## src/rtl/parallel_finder.sv

```systemverilog
// parallel_finder: index of the lowest-numbered set bit of a request vector.
// The combinational result comes from a binary reduction tree over the request
// bits, zero-padded up to a power of two.  A one-cycle registered copy of
// index/index_valid is provided for consumers with tight timing.
// Optional build macro: PARALLEL_FINDER_CHECK_EN adds simulation-only
// immediate assertions on the combinational outputs.
module parallel_finder #(
  parameter int WIDTH   = 4,
  parameter int INDEX_W = $clog2(WIDTH)  // derived; leave at default
) (
  input  logic               clk,
  input  logic               rst,
  input  logic [WIDTH-1:0]   data_in,
  output logic [INDEX_W-1:0] index,
  output logic               index_valid,
  output logic [WIDTH-1:0]   onehot,
  output logic [INDEX_W-1:0] index_r,
  output logic               index_valid_r
);

  localparam int PAD_W  = 1 << INDEX_W;
  localparam int LEAVES = PAD_W / 2;

  logic [PAD_W-1:0]   pad;
  logic [LEAVES-1:0]  tree_vld;
  logic [INDEX_W-1:0] tree_idx [LEAVES];
  logic [INDEX_W-1:0] index_r_d, index_r_q;
  logic               index_valid_r_d, index_valid_r_q;

  // Zero padding to a power of two; pad bits are never set so never win.
  assign pad = PAD_W'(data_in);

  // Reduction tree: pair leaves first, then combine pairs level by level.
  // Level b writes node n from nodes 2n/2n+1 of the previous level; since
  // 2n >= n, the in-place update never overwrites a node not yet consumed.
  // Bit b of a node index is set when the winner lives in the upper half.
  always_comb begin
    tree_vld = '0;
    for (int n = 0; n < LEAVES; n++) tree_idx[n] = '0;
    for (int n = 0; n < LEAVES; n++) begin
      tree_vld[n] = pad[2*n] | pad[2*n+1];
      tree_idx[n] = INDEX_W'(!pad[2*n]);
    end
    for (int b = 1; b < INDEX_W; b++) begin
      for (int n = 0; n < (PAD_W >> (b + 1)); n++) begin
        tree_idx[n] = tree_vld[2*n] ? tree_idx[2*n]
                                    : (tree_idx[2*n+1] | (INDEX_W'(1) << b));
        tree_vld[n] = tree_vld[2*n] | tree_vld[2*n+1];
      end
    end
  end

  // Root drives the outputs; an empty request reports index 0.
  assign index_valid = tree_vld[0];
  assign index       = tree_vld[0] ? tree_idx[0] : '0;

  // Isolate the lowest set bit directly (x & ~(x-1)); zero when x is zero.
  assign onehot = data_in & ~(data_in - WIDTH'(1));

  // Next-state for the registered copy is just the combinational result.
  always_comb begin
    index_r_d       = index;
    index_valid_r_d = index_valid;
  end

  // Registered copy with synchronous reset.
  always_ff @(posedge clk) begin
    if (rst) begin
      index_r_q       <= '0;
      index_valid_r_q <= 1'b0;
    end else begin
      index_r_q       <= index_r_d;
      index_valid_r_q <= index_valid_r_d;
    end
  end

  assign index_r       = index_r_q;
  assign index_valid_r = index_valid_r_q;

`ifdef PARALLEL_FINDER_CHECK_EN
  function automatic void check_finder(
    input logic [WIDTH-1:0]   d,
    input logic [INDEX_W-1:0] i,
    input logic               v,
    input logic [WIDTH-1:0]   oh
  );
    logic [WIDTH-1:0] below;
    logic [WIDTH-1:0] oh_exp;
    below  = (WIDTH'(1) << i) - WIDTH'(1);
    oh_exp = v ? (WIDTH'(1) << i) : '0;
    assert (v == (|d)) else $error("parallel_finder: index_valid wrong, data_in=%b", d);
    if (v) begin
      assert (d[i] == 1'b1) else $error("parallel_finder: selected bit clear, data_in=%b", d);
      assert ((d & below) == '0) else $error("parallel_finder: lower bit set, data_in=%b", d);
    end
    assert (oh == oh_exp) else $error("parallel_finder: onehot/index disagree, data_in=%b", d);
    assert ($countones(oh) <= 1) else $error("parallel_finder: onehot not one-hot, data_in=%b", d);
  endfunction

  // Check whenever the request vector (and thus the outputs) changes.
  always_comb check_finder(data_in, index, index_valid, onehot);

  // Check again on every clock edge.
  always @(posedge clk) check_finder(data_in, index, index_valid, onehot);
`endif

endmodule

```

## config.mk

```make
export PLATFORM = sky130hd
export DESIGN_NAME = parallel_finder
export DESIGN_NICKNAME = d
export VERILOG_FILES = /design/src/rtl/parallel_finder.sv
export SDC_FILE = /design/constraint.sdc
export NUM_CORES = 1
export LEC_CHECK = 0
export ABC_AREA = 0
export CORE_AREA = 2 2 39 41
export DETAILED_ROUTE_END_ITERATION = 6
export DIE_AREA = 0 0 41 43
export GPL_TIMING_DRIVEN = 0
export PLACE_DENSITY_LB_ADDON = 0.08
export SYNTH_ARGS = -nofsm -noshare
export SYNTH_HDL_FRONTEND = slang
export SYNTH_SLANG_ARGS = --single-unit
```

## constraint.sdc

```tcl
create_clock -name clk -period 1.4 [get_ports clk]
set_input_delay 0.21 -clock clk [delete_from_list [all_inputs] [get_ports clk]]
set_output_delay 0.21 -clock clk [all_outputs]
set_load 0.05 [all_outputs]
```

## After elaboration in Yosys (flattened, before gate mapping)

Index checks and enable logic that the tools add are counted.

| cells by class | value |
|---|---|
| add/sub/neg operators | 1 |
| multiplexer cells | 2 |
| bitwise operators | 5 |
| reductions and logical operators | 2 |

Operators with widths:

| kind | number |
|---|---|
| 4-bit AND | 1 |
| 2-bit 2-to-1 mux | 2 |
| 4-bit inverter | 1 |
| 4-bit by 1-bit subtractor with 4-bit output (second input constant) | 1 |
| 1-bit OR | 3 |
| 1-bit logical NOT | 2 |

| storage, ports and cells | value |
|---|---|
| flip-flop bits (word level) | 3 |
| input port bits | 6 |
| output and inout port bits | 10 |

## Longest topological paths before layout

| depth | value |
|---|---|
| depth after elaboration | 3 |
| mapped depth | 2 |
| gate-level depth less buffers | 2 |

## Worst setup path before layout

No wires, ideal clock.

| timing path | value |
|---|---|
| kind | input -> output |
| from | in data_in[2] |
| to | out onehot[3] |
| data arrival time | 1,391 ps |
| setup slack | -201 ps |
| stages on the path | 2 |
| buffers on the path | 0 |
| path through | nand2b_4 nor3_1 |

| on the way | value |
|---|---|
| cells in the longest elaborated chain, start to end | 3 |

RTL lines:

| element | RTL line | source |
|---|---|---|
| start: declaration | 13 | `input logic [WIDTH-1:0] data_in,` |
| 4-bit by 1-bit subtractor with 4-bit output | 58 | `assign onehot = data_in & ~(data_in - WIDTH'(1));` |
| 4-bit inverter | 58 |  |
| 4-bit AND | 58 |  |
| end: declaration | 16 | `output logic [WIDTH-1:0] onehot,` |

Every way passes these cells.

## Final worst setup path

| timing path | value |
|---|---|
| from | in data_in[0] |
| to | out onehot[0] |

| on the way | value |
|---|---|
| cells in the longest elaborated chain, start to end | 3 |

RTL lines:

| element | RTL line |
|---|---|
| 4-bit by 1-bit subtractor with 4-bit output | 58 |
| 4-bit inverter | 58 |
| 4-bit AND * | 58 |

Every way passes the cells marked *; elsewhere a longest branch is shown, timed or not.

==> results.md <==
* Status: complete, no violations
* Post-CTS setup buffer count at 0
* Post-route ant nets at 0
* Crit path from: data_in[0]
* Dpl ws at -717 ps
* Initial antenna violation count at 0
* DR iter-0 viols at 1
* Clock share of power at between 40% and 50%
* Avg WL per Cell at roughly 8 um
* Total power at around 0.34 mW
* Peak Freq at 743 MHz
* Synth area leaders: dfxtp_1 (41%), nand2b_4 (9.3%), a211oi_2 (8.5%), a21oi_1 (6.8%), nor3_1 (6.8%)
* Hold Path Class: in2reg
* Max transition margin at 67.8%
* Top-area cell type share of the netlist area at slightly above 40%
* Final cycle utilization of the critical path at around 96%
* Grt ovf at 0
* Initial Util at a little over a tenth
* Internal Power at 0.228 mW
* Synth Register Bits at 3
* First-pass GRT wire length at 731 um
* Clock sink count at 3
* Area grow syn2layout at 122%
* Setup violations, final at 0
* Gate Count Post-Synth at 17
* Num CTS Buffers at 3
* Sequential area share after synthesis at roughly two fifths
* Detailed-placement wirelength estimate at 352 um
* DRC at 0
* Synth warn at 0
* CP Capture Type: output pin
* CTS tree: built
* Gate power share at a little under a third
* Nets at 43
* Max-cap violations at 0
* CTS Buffer Depth at 2
* Critical setup path kind: in2out
* Syn nets at 23
* Post-Synthesis Cell Area at around 150 sq um
* Routability Congestion at between 0.6 and 0.7
* Synth area leader: dfxtp_1
* Post-route minimum period at about 1300 ps
* Hold_sp: data_in[1]
* Worst-path clk slew at approximately 30 ps
* Power Dens Cells at slightly above 1000 mW/mm^2
* Critical Path AT at around 1100 ps
* Port bufs at 15
* Die width at between 40 and 50 um
* Final instance area at 328 sq um
* Switching Share at between 30% and 40%
* Full die area at 0.00176 sq mm
* RSZ-0062 raised after global routing: no
* Total GRT Usage at around 6.6%
* Worst hold slack at about 460 ps
* Top Metal Used: met3
* Cell row count at 14
* Wl on met1 at roughly 170 um
* Leading cell types in the layout, fill and taps excluded: dlygate4sd2_1 (7), buf_2 (4), clkbuf_4 (3), dfxtp_1 (3)
* Slew Viols, Final at 0
* Commonest non-fill, non-tap cell in the layout: dlygate4sd2_1
* Worst setup margin at between 50 and 60 ps
* Switching pwr at around 0.11 mW
* Diode count at 0
* Slew at the pin closest to its max-slew limit at about 490 ps
* WP data required at 1190 ps
* Final Hold Vio Count at 0
* Met3 WL at around 35 um
* Clk Tree Root Cell: clkbuf_4
* Largest net degree at the start of global routing at 9
* Number of detailed-route iterations in the first pass at 2
* Static Leak at ~0.16 nW
* Synth unique cells at 12
* Final core utilization at roughly a quarter
* Drt via density at 3.63
* Crit path max fanout at 8
* Crit path cell chain: dlygate4sd2_1 -> buf_4 -> clkdlybuf4s15_2
* # IOs at 16
* CP max stage cell: dlygate4sd2_1
* Final Routed Wirelength at between 400 and 500 um
* Dpl cell area at around 330 sq um
* WL met2 at about 220 um
* Share of cells above drive strength 1 at a little under half
* Via Count at between 150 and 200
* Buf/Inv on CP at 3
* Chip Height at roughly 43 um
* Avg Cell Area, Syn at slightly below 9 sq um
* Worst path top cell family by delay: buffers and inverters
* Sequential share of power at between 20 and 30%
* Startpoint Class: input pin
* CTS H-tree depth at 1
* Peak VDD IR at 215 uV
* Number of global-route vias before repair at 175
* Critical path's largest stage delay at about 400 ps
* Core ar. at roughly 0.0014 sq mm
routing by layer:
metal	vias to the layer above	track usage, %
met1	83	7.32
met4	0	6.00
met5	-	0
met2	7	7.81
met3	0	4.71
li1	99	-
sequential cells by signal, indices dropped and copies added (netlist names):
| signal | flops |
|---|---|
| index_r | 2 |
| index_valid_r | 1 |
power groups by stage:
| stage | combinational, mW | clock [mW] | sequential (mW) |
|---|---|---|---|
| floorplan | 0.0507 | 0 | 0.108 |
| global placement | 0.116 | 0 | 0.0925 |
| detailed placement | 0.116 | 0 | 0.0925 |
| CTS | 0.104 | 0.155 | 0.0910 |
| global route | 0.109 | 0.171 | 0.0911 |
| finish | 0.103 | 0.146 | 0.0910 |
per-stage QoR:
| step | std cells | TNS (ps) |
|---|---|---|
| 6_report | 52 | 0 |
| 5_1_grt | 52 | 0 |
| 4_1_cts | 52 | 0 |
| 3_5_place_dp | 48 | -4660 |
| 3_3_place_gp | 48 | -4680 |
| 2_1_floorplan | 17 | 0 |
path summary, 6_finish.rpt:
check / slack (ps) / depth (start not counted) / end
worst max-delay path: 50 / 3 / onehot[0]
worst min-delay path: 460 / 2 / index_r[1]
cell families after synthesis:
logic type / count (synthesis) / synth area share, %
buf+inv: 2 / 7.63
simple gates: 9 / 36.4
compound gates: 3 / 15.3
flops: 3 / 40.7
final cells by class:
class	count	area (sq um)
inverter	1	3.75
clock buffer	4	26.3
timing repair buffer	15	121
multi-input combinational	12	88.8
tap	16	20.0
buffer	1	7.51
sequential	3	60.1
fill	161	1060
repair_timing:
item / 4_1_cts / 5_1_grt
hold buffers: 0 / 0
gates resized for setup: 40 / 0
setup endpoints to repair: 10 / 0
Yosys cell counts:
master    instances
nand2_1           1
dfxtp_1           3
inv_1             1
a211oi_2          1
nor2_2            1
nor2_1            2
buf_4             1
nor3_1            2
nand2b_4          1
a21oi_1           2
nor4_1            1
and2_1            1
(Power assumes the default switching activity.)
